--- config.mk ---
export PLATFORM = sky130hd
export DESIGN_NAME = des_perm_pipe
export DESIGN_NICKNAME = d
export VERILOG_FILES = /design/src/rtl/des_perm_pipe.sv
export SDC_FILE = /design/constraint.sdc
export NUM_CORES = 1
export LEC_CHECK = 0
export ABC_AREA = 1
export ABC_CLOCK_PERIOD_IN_PS = 1700
export CORE_MARGIN = 10
export CORE_UTILIZATION = 40
export CTS_BUF_LIST = sky130_fd_sc_hd__clkbuf_16
export CTS_CLUSTER_DIAMETER = 50
export DETAILED_ROUTE_END_ITERATION = 7
export HOLD_SLACK_MARGIN = 0.08
export PLACE_DENSITY = 0.81
export SLEW_MARGIN = 0
export SYNTH_ARGS = -nofsm -noshare
export SYNTH_HDL_FRONTEND = slang
export SYNTH_SLANG_ARGS = --single-unit
--- constraint.sdc ---
create_clock -name clk -period 1.7 [get_ports clk]
set_input_delay 0.255 -clock clk [delete_from_list [all_inputs] [get_ports clk]]
set_output_delay 0.255 -clock clk [all_outputs]
set_load 0.01 [all_outputs]
--- src/rtl/des_perm_pipe.sv ---
// DES initial / final bit permutation over LANES independent 64-bit blocks,
// followed by a PIPE-deep elastic register pipeline with valid/ready flow control.
module des_perm_pipe #(
  parameter int LANES = 1,
  parameter int PIPE  = 1,
  parameter int TAG_W = 4
) (
  input  logic                  clk,
  input  logic                  rst_n,
  input  logic                  in_valid,
  output logic                  in_ready,
  input  logic                  in_mode,
  input  logic                  in_swap,
  input  logic [64*LANES-1:0]   in_data,
  input  logic [TAG_W-1:0]      in_tag,
  output logic                  out_valid,
  input  logic                  out_ready,
  output logic [64*LANES-1:0]   out_data,
  output logic [TAG_W-1:0]      out_tag,
  output logic [31:0]           blk_cnt
);

  localparam int DW = 64 * LANES;

  // Vector bit 63 is DES bit 1, so DES bit n lives at vector index 64-n.
  // IP rows: 58,60,62,64,57,59,61,63 descending by 8 across the row.
  function automatic logic [63:0] des_ip(input logic [63:0] x);
    logic [63:0] y;
    int          src;
    y = '0;
    for (int i = 0; i < 64; i++) begin
      src = (((i / 8) < 4) ? (58 + 2 * (i / 8)) : (57 + 2 * ((i / 8) - 4))) - 8 * (i % 8);
      y[6'(63 - i)] = x[6'(64 - src)];
    end
    return y;
  endfunction

  // IP^-1 rows interleave 40-r+8k (even columns) with 8-r+8k (odd columns).
  function automatic logic [63:0] des_fp(input logic [63:0] x);
    logic [63:0] y;
    int          src;
    y = '0;
    for (int i = 0; i < 64; i++) begin
      src = (((i % 8) % 2 == 1) ? 8 : 40) - (i / 8) + 8 * ((i % 8) / 2);
      y[6'(63 - i)] = x[6'(64 - src)];
    end
    return y;
  endfunction

  logic [DW-1:0]    perm_p0;
  logic [63:0]      lane_p0;
  logic             vld_pn  [PIPE];
  logic [DW-1:0]    data_pn [PIPE];
  logic [TAG_W-1:0] tag_pn  [PIPE];
  logic             src_vld [PIPE];
  logic [DW-1:0]    src_data[PIPE];
  logic [TAG_W-1:0] src_tag [PIPE];
  logic [PIPE:0]    ld;
  logic [31:0]      cnt_q;

  // ---- stage 0: combinational swap + permutation ahead of the first register
  always_comb begin
    perm_p0 = '0;
    lane_p0 = '0;
    for (int k = 0; k < LANES; k++) begin
      lane_p0 = in_data[64*k +: 64];
      if (in_swap) lane_p0 = {lane_p0[31:0], lane_p0[63:32]};
      perm_p0[64*k +: 64] = in_mode ? des_fp(lane_p0) : des_ip(lane_p0);
    end
  end

  // A stage may load when it is empty or its content moves on; ld[PIPE] is the sink.
  always_comb begin
    ld       = '0;
    ld[PIPE] = out_ready;
    for (int i = PIPE - 1; i >= 0; i--) begin
      ld[i] = ~vld_pn[i] | ld[i+1];
    end
  end

  always_comb begin
    src_vld[0]  = in_valid;
    src_data[0] = perm_p0;
    src_tag[0]  = in_tag;
    for (int i = 1; i < PIPE; i++) begin
      src_vld[i]  = vld_pn[i-1];
      src_data[i] = data_pn[i-1];
      src_tag[i]  = tag_pn[i-1];
    end
  end

  // ---- stages 1..PIPE: elastic registers; payload only moves with a valid beat
  always_ff @(posedge clk or negedge rst_n) begin
    if (!rst_n) begin
      for (int i = 0; i < PIPE; i++) begin
        vld_pn[i]  <= 1'b0;
        data_pn[i] <= '0;
        tag_pn[i]  <= '0;
      end
    end else begin
      for (int i = 0; i < PIPE; i++) begin
        if (ld[i]) begin
          vld_pn[i] <= src_vld[i];
          if (src_vld[i]) begin
            data_pn[i] <= src_data[i];
            tag_pn[i]  <= src_tag[i];
          end
        end
      end
    end
  end

  always_ff @(posedge clk or negedge rst_n) begin
    if (!rst_n) begin
      cnt_q <= '0;
    end else if (in_valid && ld[0]) begin
      cnt_q <= cnt_q + 32'd1;
    end
  end

  assign in_ready  = ld[0];
  assign out_valid = vld_pn[PIPE-1];
  assign out_data  = data_pn[PIPE-1];
  assign out_tag   = tag_pn[PIPE-1];
  assign blk_cnt   = cnt_q;

endmodule

==> results of run 1 <==
-- state kept, by name, indices dropped and copies added (netlist names) --
signal     count
blk_cnt       32
out_data      24
out_tag        4
out_valid      1
-- layout by cell type, fill, tap and decap left out, drive strengths merged, types with 3 or more instances in the layout --
cell type and instances:
inv 31, nor3 7, clkinv 5, xor2 9, clkdlybuf4s50 117, buf 16, clkbuf 9, conb 40
nor2 40, nand3 18, or2 5, o221ai 3, a21oi 3, nand3b 5, nand4 8, mux2i 11
dfrtp 61, xnor2 10, o21ai 30, nand2 118
-- timing repair --
item                                    in CTS  in global routing
hold buffers                                 1                  0
hold endpoints to repair                    17                  0
resized for setup                            1                  2
setup buffers                                0                  0
endpoints found under the setup margin       1                  2
-- final cells by class --
cell class	instances	area share, %
clock buffer	9	4.545
clock inverter	7	0.7071
inverter	30	2.273
multi-input combinational	315	32.10
sequential	61	30.83
tap	105	2.652
timing repair buffer	135	26.89
-- final timing paths --
kind,endpoint,slack (ns),cells after the start
setup / recovery,blk_cnt[26],0.07,1
hold / removal,out_data[3]$_DFFE_PN0P_,0.41,2
setup reg to reg,blk_cnt[15]$_DFFE_PN0P_,0.14,6
hold reg to reg,out_tag[0]$_DFFE_PN0P_,0.48,2
max in group asynchronous,blk_cnt[25]$_DFFE_PN0P_,0.74,3
min in group clk,out_tag[0]$_DFFE_PN0P_,0.46,3
-- report_power, final --
group	leakage, nW	internal [W]	switching [W]
Clock	0.137	0.000962	0.000644
Combinational	1.32	0.000571	0.000508
Sequential	0.786	0.00162	0.000160
-- per-layer routing --
layer  vias up  wire, um
met4         0       148
met2       185      4950
met1      1497      3764
met3        12      1597
met5         -         0
li1       1529         -
-- through the flow --
stage,setup slack [ns],TNS [ns]
2_1_floorplan,0.2994,0
3_3_place_gp,-0.03623,-0.1871
3_5_place_dp,-0.06548,-0.6423
4_1_cts,0.05545,0
5_1_grt,0.01328,0
6_report,0.07255,0
-- cells by family after synthesis --
kind of cell    count (synthesis)
mux                            11
flops                          61
simple gates                  201
xor+xnor                       19
compound gates                 43
fa+ha+maj                       1
buf+inv                        79
other cells                     1
==> results.ini, run 1 <==
[outcome]
outcome = finished, final reports clean

[die]
io-pin-count = 176
initial_core_util_pct = 41.31
core_um2 = 8299
fp-row-count = 33
die_area_um2 = 12670
fp.dieH_um = 112.6
dieWidth_um = 112.6

[setup_path]
cp-startpoint = blk_cnt[26]$_DFFE_PN0P_
cp-start-kind = flop
critical_path_required_ns = 1.44
crit_family = buffers and inverters
crit_buf_inv = 1
worst-setup-path-type = reg -> out
r2r-start = blk_cnt[12]$_DFFE_PN0P_
slowest_delay_ns = 0.59
crit_path_end_kind = primary output
cp.arrival_ns = 1.37
worstPathMaxFanout = 7
crit_slowest_cell = clkdlybuf4s50_1
crit_chain = clkdlybuf4s50_1

[sta]
period_share_pct = 95.73
drv_slew = 0
fmax_mhz = 614.5
skew_ns = 0.006878
period_needed_ns = 1.627
rsz0062_at_grt = no
hold_viol = 0
fin_hold_ws_ns = 0.4077
setup_viol = 0

[finish]
fin_area_um2 = 4955
regArea_um2 = 1528
multiInputGateArea_um2 = 1590
utilization_pct = 59.70
areaGrowthSynthToFinish_pct = 44.53
fin_nets = 627
drive_gt1_share_pct = 8.259
insertedDiodeCount = 0
final_cell_count_no_fill = 662
fillers = 734

[global_route]
gr-total-overflow = 0
grt_max_degree = 33
grt_busiest_layer = met2
grt_pass1_vias = 3407
antenna_found_initial = 0
met2_usage_pct = 25.81
grt_usage_pct = 16.31
grt_pass1_wl_mm = 16.95
grt_use_met3_pct = 11.55
grtUsageMet1_pct = 16.65

[synthesis]
ys_types = 36
ys_async_sr_fraction_pct = 100.0
yosysSeqAreaShare_pct = 44.53
synth_compound_area_share_pct = 7.372
synth_area_leader_cell = dfrtp_1
yosys-top-cells-count = nand2_1 (116), dfrtp_1 (61), buf_4 (40)
avgSynthCellArea_um2 = 8.241
synth_fa_ha_area_share_pct = 0.3650
synth-seq-cells = 61
synth_area_leaders = dfrtp_1 (45%), nand2_1 (13%), buf_4 (8.8%)
synth_edf_count = 0
yosysMostFrequentCell = nand2_1
synth_top_family_by_area = simple AND/OR/NAND/NOR gates
yosysWarnings = 0
synth_top_flop_cell = dfrtp_1
synthMuxAreaShare_pct = 3.212
synth.top_cell.area_share_pct = 44.53
syn-cell-area_um2 = 3428
synth_xor_area_share_pct = 4.854
yosys.area_share.simple_pct = 26.06
synthCells = 416

[placed_design]
place_inst = 645
dpl.hpwl_mm = 8.444
port_buffers = 119
routabilityCongestion = 0.8748
post_dp_cell_area_um2 = 4679

[cts]
cts-root-buf = clkbuf_16
clock-sinks = 61
htree_levels = 3
cts_tree = yes
clk_latency_ns = 0.33
numCtsBuffers = 9
clk_pin_slew_worst_paths_ns = 0.05
cts.path.max_buffers = 2

[power_and_ir_drop]
finalPower_w = 0.004466
leakagePower_nw = 2.243
power_density_nw_per_um2 = 901.4
peakVddDrop_uv = 490.8

[route]
wl_mm = 10.46
vias_per_cell = 4.869
drc_errors = 0
num_vias = 3223
drt_first_pass_iters = 4
final_antenna_net_count = 0
first_iter_violations = 111
wire_per_inst_um = 15.80

[worst_hold_path]
hold_path.class = in -> async

[job]
drv_cap = 0

Power figures use the tool's default switching activity.
==> run 2, diff against run 1 <==
--- a/config.mk
+++ b/config.mk
@@ -6,8 +6,7 @@
 export NUM_CORES = 1
 export LEC_CHECK = 0
 export ABC_AREA = 1
-export ABC_CLOCK_PERIOD_IN_PS = 1700
-export CORE_MARGIN = 10
+export CORE_MARGIN = 5
 export CORE_UTILIZATION = 40
 export CTS_BUF_LIST = sky130_fd_sc_hd__clkbuf_16
 export CTS_CLUSTER_DIAMETER = 50
==> run 2 against run 1 <==
Flip-flop and latch count stayed put. Hold slack improved by 0.0083 ns. Clock power increased by 27%. Total power increased by 9.4%. Count of clock-buffer cells in the layout unchanged. Utilization increased by 0.71 points. Critical path type unchanged.
==> results.ini, run 2 (same netlist as run 1, synthesis figures left out) <==
[setup_path]
cp.arrival_ns = 1.38
rr_endpoint = blk_cnt[20]$_DFFE_PN0P_
cp-start-kind = flop
crit_buf_inv = 1
crit_family = buffers and inverters
critical_path_required_ns = 1.44
cp-startpoint = blk_cnt[25]$_DFFE_PN0P_
crit_path_end_kind = primary output
slowest_delay_ns = 0.59
regToRegSetupSlack_ns = 0.12
crit_chain = clkdlybuf4s50_1
crit_slowest_cell = clkdlybuf4s50_1
r2r-start = blk_cnt[0]$_DFFE_PN0P_
worstRegToRegCells = 7
worst-setup-path-type = reg -> out
worstPathMaxFanout = 7

[route]
wl_mm = 9.496
final_antenna_net_count = 0
drc_errors = 0
wire_per_inst_um = 14.37
drt_first_pass_iters = 5
vias_per_cell = 4.873
first_iter_violations = 109
num_vias = 3221

[die]
dieWidth_um = 102.6
core_um2 = 8299
die_area_um2 = 10520
io-pin-count = 176
fp.dieH_um = 102.6
fp-row-count = 33
initial_core_util_pct = 41.31

[cts]
cts_tree = yes
numCtsBuffers = 9
cts-root-buf = clkbuf_16
clk_pin_slew_worst_paths_ns = 0.05
postCtsSetupBuffers = 0
htree_levels = 3
cts.path.max_buffers = 2
clock-sinks = 61
clk_latency_ns = 0.33

[outcome]
outcome = finished, final reports clean

[worst_hold_path]
hold_path.class = in -> async

[finish]
insertedDiodeCount = 0
fin_nets = 626
final_cell_mix = clkdlybuf4s50_1 (117), nand2_1 (116), dfrtp_1 (60), conb_1 (40), nor2_1 (35)
drive_gt1_share_pct = 7.914
areaGrowthSynthToFinish_pct = 46.24
final_cell_count_no_fill = 661
fin_area_um2 = 5014
largest_reg_flops = 32
layout_commonest_cell = clkdlybuf4s50_1

[power_and_ir_drop]
peakVddDrop_uv = 551.7
leakagePower_nw = 2.270
finalPower_w = 0.004886
power_density_nw_per_um2 = 974.6

[sta]
hold_viol = 0
setup_viol = 0
fmax_mhz = 612.6
fin_hold_ws_ns = 0.4160
period_share_pct = 96.02
rsz0062_at_grt = no
period_needed_ns = 1.632
skew_ns = 0.005097
drv_slew = 0

[global_route]
grt_pass1_vias = 3184
grt_max_degree = 33
grt_pass1_wl_mm = 15.14
gr-total-overflow = 0
grt_usage_pct = 18.50
antenna_found_initial = 0

[job]
drv_cap = 0

[placed_design]
routabilityCongestion = 0.9233
place_inst = 644
post_dp_cell_area_um2 = 4672
port_buffers = 119
dpl.hpwl_mm = 7.480

## run 2: changes by cell type in the layout (fill, tap and decap cells not counted), sizes merged
cell and delta:
bufinv +3, clkinv -2, buf -1, clkinvlp -1
## run 2: area by class of cell
type,count,area (um^2)
clock buffers,9,225.2
clock inverters,7,106.4
fillers,701,3286
inverters,30,112.6
multi-input cells,315,1585
flip-flops and latches,61,1528
well taps,105,131.4
repair buffers,134,1325
## run 2: power breakdown
part           switching [W]  internal [W]  total [W]  leakage, nW
registers           0.000166       0.00162    0.00179        0.786
clock network       0.000624       0.00141    0.00204        0.169
logic               0.000494      0.000569    0.00106         1.31
## run 2: through the flow
stage	setup TNS, ns	util, %	setup slack, ns
5_1_grt	0	60.41	0.007441
3_3_place_gp	-0.06730	56.29	-0.02968
6_report	0	60.41	0.06773
2_1_floorplan	0	-	0.2994
4_1_cts	0	60.39	0.07025
3_5_place_dp	-0.4871	56.29	-0.05612
## run 2: worst max path at each step
stage / endpoint / depth (start not counted) / slack, ns
floorplan: blk_cnt[20]$_DFFE_PN0P_ / 7 / 0.30
global placement: in_ready / 4 / -0.03
detailed placement: blk_cnt[25]$_DFFE_PN0P_ / 10 / -0.06
CTS: blk_cnt[24] / 1 / 0.07
global route: blk_cnt[15]$_DFFE_PN0P_ / 6 / 0.007
finish: blk_cnt[25] / 1 / 0.07
## run 2: layer usage
layer / global-route usage [%] / vias up / wire (um)
li1: - / 1528 / -
met1: 21.06 / 1506 / 3490
met2: 31.13 / 172 / 4672
met3: 7.442 / 15 / 1177
met4: 7.164 / 0 / 155
met5: 0 / - / 0
## run 2: repair_timing
item | in CTS | in global routing
gates resized for setup | 1 | 1
hold buffers | 1 | 0
endpoints found under the hold margin | 17 | 0
setup endpoints to repair | 1 | 1
